File: config.mk
export PLATFORM = sky130hd
export DESIGN_NAME = seq_comp_n
export DESIGN_NICKNAME = d
export VERILOG_FILES = /design/src/rtl/seq_comp_n.sv
export SDC_FILE = /design/constraint.sdc
export NUM_CORES = 1
export LEC_CHECK = 0
export ABC_AREA = 1
export CAP_MARGIN = 20
export CORE_MARGIN = 1.5
export CORE_UTILIZATION = 45
export CTS_CLUSTER_SIZE = 25
export DETAILED_ROUTE_END_ITERATION = 8
export DONT_BUFFER_PORTS = 1
export PLACE_DENSITY = 0.61
export SYNTH_ARGS = -nofsm -noshare
export SYNTH_HDL_FRONTEND = slang
export SYNTH_SLANG_ARGS = --single-unit
File: constraint.sdc
create_clock -name clock -period 2.2 [get_ports clock]
set_input_delay 0.44 -clock clock [delete_from_list [all_inputs] [get_ports clock]]
set_output_delay 0.44 -clock clock [all_outputs]
set_load 0.005 [all_outputs]
File: src/rtl/seq_comp_n.sv
// seq_comp_n: digit-serial magnitude comparator (unsigned or two's complement), MSB digit first.
// Latency: done rises N edges after the accepting edge, N = index of first differing digit (WIDTH/DIGIT if equal).
// Backpressure: none; start is ignored while busy, clear aborts to IDLE at the next edge without a done pulse.
//
// Ports:
//   clock        rising-edge clock for all state
//   reset_n      asynchronous active-low reset
//   start        request a compare of in1 vs in2 (only looked at in IDLE)
//   clear        synchronous abort, overrides every other input
//   signed_mode  1 = two's-complement order, 0 = unsigned (captured with start)
//   in1, in2     operands (captured with start)
//   busy         high whenever the FSM is not in IDLE
//   done         one-cycle pulse when a new result is published
//   eq_out, gt_out, lt_out  registered result of in1 relative to in2
//
// WIDTH must be a positive multiple of DIGIT; DIGIT is 1, 2 or 4.

module seq_comp_n #(
  parameter int WIDTH = 32,
  parameter int DIGIT = 2
) (
  input  logic             clock,
  input  logic             reset_n,
  input  logic             start,
  input  logic             clear,
  input  logic             signed_mode,
  input  logic [WIDTH-1:0] in1,
  input  logic [WIDTH-1:0] in2,
  output logic             busy,
  output logic             done,
  output logic             eq_out,
  output logic             gt_out,
  output logic             lt_out
);

  localparam int NDIG = WIDTH / DIGIT;
  localparam int CW   = $clog2(NDIG + 1);

  typedef enum logic [1:0] {
    ST_IDLE = 2'd0,
    ST_RUN  = 2'd1,
    ST_DONE = 2'd2
  } state_t;

  state_t           state;
  logic [CW-1:0]    cnt;
  logic [WIDTH-1:0] a_sr;
  logic [WIDTH-1:0] b_sr;

  // Operands as they will be loaded. Flipping the sign bit of both maps
  // two's-complement order onto unsigned order, so the serial datapath only
  // ever does an unsigned compare and signed_mode need not be kept after accept.
  logic [WIDTH-1:0] a_load;
  logic [WIDTH-1:0] b_load;

  always_comb begin
    a_load = in1;
    b_load = in2;
    a_load[WIDTH-1] = in1[WIDTH-1] ^ signed_mode;
    b_load[WIDTH-1] = in2[WIDTH-1] ^ signed_mode;
  end

  // Current most significant digit of each shift register.
  logic [DIGIT-1:0] a_dig;
  logic [DIGIT-1:0] b_dig;
  logic             dig_ne;
  logic             dig_gt;
  logic             last_dig;

  assign a_dig    = a_sr[WIDTH-1 -: DIGIT];
  assign b_dig    = b_sr[WIDTH-1 -: DIGIT];
  assign dig_ne   = (a_dig != b_dig);
  assign dig_gt   = (a_dig > b_dig);
  assign last_dig = (cnt == CW'(1));

  always_ff @(posedge clock or negedge reset_n) begin
    if (!reset_n) begin
      state  <= ST_IDLE;
      busy   <= 1'b0;
      done   <= 1'b0;
      eq_out <= 1'b1;
      gt_out <= 1'b0;
      lt_out <= 1'b0;
      cnt    <= '0;
      a_sr   <= '0;
      b_sr   <= '0;
    end else if (clear) begin
      // Abort from any state; the last published result stays visible.
      state <= ST_IDLE;
      busy  <= 1'b0;
      done  <= 1'b0;
    end else begin
      case (state)
        ST_IDLE: begin
          done <= 1'b0;
          if (start) begin
            a_sr  <= a_load;
            b_sr  <= b_load;
            cnt   <= CW'(NDIG);
            state <= ST_RUN;
            busy  <= 1'b1;
          end
        end

        ST_RUN: begin
          if (dig_ne) begin
            // First differing digit decides; remaining digits are irrelevant.
            gt_out <= dig_gt;
            lt_out <= ~dig_gt;
            eq_out <= 1'b0;
            done   <= 1'b1;
            state  <= ST_DONE;
          end else if (last_dig) begin
            gt_out <= 1'b0;
            lt_out <= 1'b0;
            eq_out <= 1'b1;
            done   <= 1'b1;
            state  <= ST_DONE;
          end else begin
            a_sr <= a_sr << DIGIT;
            b_sr <= b_sr << DIGIT;
            cnt  <= cnt - CW'(1);
          end
        end

        ST_DONE: begin
          // A start seen here is deliberately dropped: only IDLE accepts.
          done  <= 1'b0;
          busy  <= 1'b0;
          state <= ST_IDLE;
        end

        default: begin
          done  <= 1'b0;
          busy  <= 1'b0;
          state <= ST_IDLE;
        end
      endcase
    end
  end

endmodule
==> results.yml, run 1 <==
floorplanning:
  start_util_pct: 45.8
  die_w_um: 96.7
  fp.dieH_um: 96.7
  io-pin-count: 74
  core_sq_um: 8640
  std_cell_rows: 34
  dieArea_sq_um: 9350
layout:
  num_antenna_cells: 0
  multi_input_area_sq_um: 1820
  regArea_sq_um: 1900
  stdcell_count: 660
  fin_util_pct: 49.5
  fill_cells: 895
  syn2layout_area_growth_pct: 8.14
  final_common_cell: "nand2_1"
  fin_nets: 621
  mostFrequentLayoutCells: "nand2_1 (329), nand3_1 (78), dfrtp_1 (75)"
  final_layout_size_suffix_gt1_share_pct: 6.34
critical_path:
  crit_fanout: 53
  slowest_delay_ps: 360
  cpMostUsedCell: "nand2_1"
  crit_chain: "inv_1, ha_1, nand2_1, nor2_1, nand3_2, nand2_2, buf_12, nand2_1, nand2_1"
  critPathRequiredTime_ps: 2480
  start_kind: "flip-flop"
  critPathKind: "flip-flop to flip-flop"
  slowest_stage: "dfrtp_1"
  worst_setup_path_end_kind: "flip-flop"
  crit_arrival_ps: 1960
cts:
  clock_path_buffers: 2
  cts_resized: 0
  cts_buffers: 9
  clkSlewWorstSetupHoldPaths_ps: 80
  cts_sinks: 76
  cts_root_buf: "clkbuf_8"
  htreeDepth: 3
  tritoncts: "done"
  insertion_delay_ps: 350
  post_cts_buffers: 0
timing:
  rsz0062_at_grt: "no"
  max_slew_margin_pct: 69.7
  finalCritPeriodShare_pct: 76.3
  setup_tns_ps: 0
  report.final.slew_viol_count: 0
  setup_viol: 0
  hold_viol_final: 25
  fmaxAchievable_mhz: 596
  whs_ps: -15.7
  period_needed_ps: 1680
  finClkSkew_ps: 10.5
  tightest_slew_ps: 453
synth:
  synth_nets: 632
  ys_types: 23
  syn_area_sq_um: 3950
  ys_warn_count: 0
  postSynthCellCount: 559
  synth-seq-area-share_pct: 48.1
  ys_seq_elements: 76
  synth_area_per_cell_sq_um: 7.07
route:
  drtAntennaViolNets: 0
  drc: 0
  wl_um: 8830
  vias: 3388
  drtIter0Drc: 279
  vias_per_cell: 5.13
  wl_per_cell_um: 13.4
  dr.pass1.iters: 4
placed_design:
  place_congestion: 0.799
  portBuffers: 0
  dp.cells: 644
  post-dp-hpwl_um: 5560
status:
  violations: "hold timing"
  outcome: "finished, violations left"
global_route:
  overflow: 0
  antenna_found_initial: 0
  grt_max_degree: 77
  first_global_vias: 3212
  grt_first_pass_wirelength_um: 15300
  track_usage_pct: 20.0
power_and_ir_drop:
  max-vdd-ir-drop_mv: 0.581
  fin_total_pwr_mw: 5.53
  p_per_area_nw_per_um2: 1290
  cellLeakagePower_nw: 2.42
min_path:
  min_path_type: "primary input to asynchronous set/reset pin"
flow_run:
  maxCapViolCount: 0
per-stage QoR:
stage,cell area (sq um),setup WS [ps]
finish,4270,522
global route,4270,336
CTS,4250,514
detailed placement,4010,536
global placement,4010,585
floorplan,3950,650
final cells by class:
type	instances	area share, %
multi-input combinational	434	42.6
inverter	15	1.32
clock buffer	10	3.22
timing repair buffer	12	2.87
clock inverter	5	2.34
tap	108	3.16
sequential	76	44.5
cells in the mapped netlist:
library cell,n,area share (%)
dfstp_2,1,0.66
nand3b_1,1,0.19
buf_4,2,0.38
inv_1,13,1.2
nand3_1,78,9.9
inv_2,2,0.19
dfrtp_1,75,47
nor2_1,9,0.85
xnor2_1,1,0.22
or2_2,1,0.16
a21oi_1,2,0.25
buf_6,5,1.4
ha_1,4,1.3
nor2_4,1,0.28
nand4_2,1,0.32
xor2_1,1,0.22
buf_2,8,1.0
clkbuf_1,18,1.7
nand2_2,1,0.16
o21ai_0,4,0.51
nand2_1,329,31
nand3_2,1,0.25
buf_1,1,0.095
kinds of logic after synthesis:
group | Yosys count | share of synthesized area, %
flops | 76 | 48.1
buf+inv | 49 | 6.05
simple gates | 422 | 43.3
xor+xnor | 2 | 0.443
compound gates | 6 | 0.760
fa+ha+maj | 4 | 1.27
state kept, by name (all words and copies together) (netlist names), 2 cells and up:
name	flops
a_sr	32
cnt	5
state	2
b_sr	32
layer usage:
| metal | routed length, um | vias up | global-route usage, % | part of all wire (%) |
|---|---|---|---|---|
| met4 | 188 | 0 | 8.03 | 2.1 |
| met5 | 0 | - | 0 | 0 |
| met2 | 3910 | 86 | 30.4 | 44 |
| met1 | 4250 | 1575 | 28.2 | 48 |
| li1 | - | 1710 | - | - |
| met3 | 476 | 17 | 3.97 | 5.4 |
where the power goes:
part / internal (mW) / total, mW / switching (mW)
combinational: 0.691 / 1.86 / 1.17
sequential: 2.02 / 2.37 / 0.351
clock: 0.775 / 1.29 / 0.517
final timing paths:
path | start | endpoint | slack, ps | cells after the start
min in group clock | in2[1] | b_sr[1]$_DFFE_PN0P_ | 240 | 2
setup / recovery | b_sr[31]$_DFFE_PN0P_ | a_sr[23]$_DFFE_PN0P_ | 520 | 9
setup reg to reg | b_sr[31]$_DFFE_PN0P_ | a_sr[23]$_DFFE_PN0P_ | 520 | 9
hold / removal | reset_n | gt_out$_DFFE_PN0P_ | -20 | 1
max in group asynchronous | reset_n | eq_out$_DFFE_PN1P_ | 1910 | 1
hold reg to reg | a_sr[0]$_DFFE_PN0P_ | a_sr[0]$_DFFE_PN0P_ | 510 | 2
critical path: cells and delay by family, from the launching register on:
kind | cells | cell delay (ps)
and+or+nand+nor | 6 | 660
DFF | 1 | 360
buffers and inverters | 2 | 300
adders and majority gates | 1 | 280
Note: power is estimated with default switching activity, not from simulation.
==> run 2, diff against run 1 <==
==> constraint.sdc (replaced) <==
create_clock -name clock -period 1.6 [get_ports clock]
set_input_delay 0.32 -clock clock [delete_from_list [all_inputs] [get_ports clock]]
set_output_delay 0.32 -clock clock [all_outputs]
set_load 0.005 [all_outputs]
==> run 2 against run 1 <==
Effect of this change: die area did not move; hold slack got worse by 320 ps; sequential share of layout area fell by 3.2 points; combinational power rose by 69%; global-route usage barely moved; core utilization rose by 3.8 points; count of clock-buffer cells in the layout rose by 3; the flow still finishes with violations (hold timing); non-clock buffer count rose by 10; critical path depth fell by 1; cell area rose by 7.6%.
==> results.yml, run 2 (same netlist as run 1, synthesis figures left out) <==
status:
  outcome: "finished, violations left"
  violations: "hold timing"
critical_path:
  worst_setup_path_end_kind: "flip-flop"
  critPathRequiredTime_ps: 1880
  ff2ff_setup_slack_ps: 20
  start_kind: "flip-flop"
  crit_arrival_ps: 1860
  critPathKind: "flip-flop to flip-flop"
  crit_fanout: 8
  rr_startpoint: "a_sr[31]$_DFFE_PN0P_"
  r2r_cells: 8
  reg2reg_to: "b_sr[25]$_DFFE_PN0P_"
global_route:
  overflow: 0
  antenna_found_initial: 0
  grt_first_pass_wirelength_um: 15400
  first_global_vias: 3277
  track_usage_pct: 20.1
  grt_max_degree: 77
cts:
  clkSlewWorstSetupHoldPaths_ps: 80
  cts_buffers: 9
  htreeDepth: 3
  insertion_delay_ps: 340
  tritoncts: "done"
  clock_path_buffers: 2
  cts_root_buf: "clkbuf_8"
  cts_sinks: 76
placed_design:
  post-dp-hpwl_um: 5700
  postPlaceCellArea_sq_um: 4100
  portBuffers: 0
  place_congestion: 0.784
  dp.cells: 648
layout:
  final_layout_size_suffix_gt1_share_pct: 14.4
  final_common_cell: "nand2_1"
  stdcell_count: 671
  syn2layout_area_growth_pct: 16.4
  fin_nets: 631
  reg_top3: "a_sr: 32 flops, b_sr: 32 flops, cnt: 5 flops"
  num_antenna_cells: 0
  mostFrequentLayoutCells: "nand2_1 (299), nand3_1 (78), dfrtp_1 (75)"
  design_area_sq_um: 4600
min_path:
  min_path_type: "primary input to asynchronous set/reset pin"
timing:
  finClkSkew_ps: 9.75
  setup_viol: 0
  report.final.slew_viol_count: 0
  period_needed_ps: 1580
  finalCritPeriodShare_pct: 98.5
  whs_ps: -337
  tightest_slew_ps: 347
  max_slew_margin_pct: 76.8
  rsz0062_at_grt: "yes"
  setup_tns_ps: 0
  hold_viol_final: 76
  fmaxAchievable_mhz: 635
flow_run:
  maxCapViolCount: 0
route:
  drtIter0Drc: 211
  wl_met1_um: 4530
  vias_per_cell: 5.11
  vias: 3428
  wl_per_cell_um: 14.1
  dr.pass1.iters: 4
  wl_um: 9430
  highest_layer: "met4"
  drtAntennaViolNets: 0
  dr_wl_met2_um: 4320
  drc: 0
  wl_met3_um: 437
floorplanning:
  fp.dieH_um: 96.7
  core_sq_um: 8640
  dieArea_sq_um: 9350
  io-pin-count: 74
  std_cell_rows: 34
  start_util_pct: 45.8
  die_w_um: 96.7
power_and_ir_drop:
  p_per_area_nw_per_um2: 1740
  cellLeakagePower_nw: 2.56
  fin_total_pwr_mw: 8.00
  max-vdd-ir-drop_mv: 0.661
[run 2: changes by cell type in the layout (fill, tap and decap cells not counted), sizes merged]
cell / previous run / this run
buf: 12 / 19
clkbuf: 10 / 16
bufinv: 3 / 1
clkinv: 2 / 1
clkinvlp: 0 / 1
[run 2: cell type report]
class / count / area [sq um]
Inverter: 15 / 56.3
Sequential cell: 76 / 1900
Timing Repair Buffer: 22 / 317
Clock inverter: 3 / 42.5
Clock buffer: 13 / 179
Tap cell: 108 / 135
Multi-Input combinational cell: 434 / 1970
Fill cell: 874 / 4040
[run 2: what timing repair did]
action	4_1_cts	5_1_grt
setup endpoints to repair	3	64
hold endpoints to repair	76	76
gates resized for setup	1	49
pin swaps	0	7
buffers inserted	0	3
cloned	0	4
[run 2: worst max path at each step]
stage / from / to / slack, ps / cells after the start
floorplan: a_sr[31]$_DFFE_PN0P_ / b_sr[13]$_DFFE_PN0P_ / 50 / 8
global placement: a_sr[31]$_DFFE_PN0P_ / a_sr[26]$_DFFE_PN0P_ / 60 / 8
detailed placement: a_sr[31]$_DFFE_PN0P_ / a_sr[26]$_DFFE_PN0P_ / 10 / 8
CTS: a_sr[31]$_DFFE_PN0P_ / a_sr[26]$_DFFE_PN0P_ / 30 / 8
global route: a_sr[31]$_DFFE_PN0P_ / a_sr[7]$_DFFE_PN0P_ / -50 / 8
finish: a_sr[31]$_DFFE_PN0P_ / b_sr[25]$_DFFE_PN0P_ / 20 / 8
[run 2: per-stage QoR]
| stage | setup WS, ps | util (%) |
|---|---|---|
| after detailed placement | 11.1 | 47.5 |
| after global placement | 57.1 | 47.5 |
| after CTS | 28.4 | 50.1 |
| final | 24.1 | 53.3 |
| after global routing | -45.2 | 53.3 |
| after floorplan | 50.1 | - |
[run 2: per-layer routing]
layer  global-route usage [%]  up-vias
met5                        0        -
met4                     7.92        0
met3                     3.40       12
met2                     31.8       66
met1                     27.6     1619
li1                         -     1731
[run 2: power by group]
part           internal [mW]  total [mW]  switching, mW
Combinational           1.32        3.14           1.82
Clock                  0.889        1.58          0.694
Sequential              2.78        3.27          0.495
[run 2: critical path, stage by stage, from the launching register on]
cell and delay [ps]:
dfrtp_1 420, ha_4 290, nand2_2 70, nor2_4 120
nand3_4 140, nand2_8 180, clkbuf_16 190, nand2_1 50
nand2_1 50
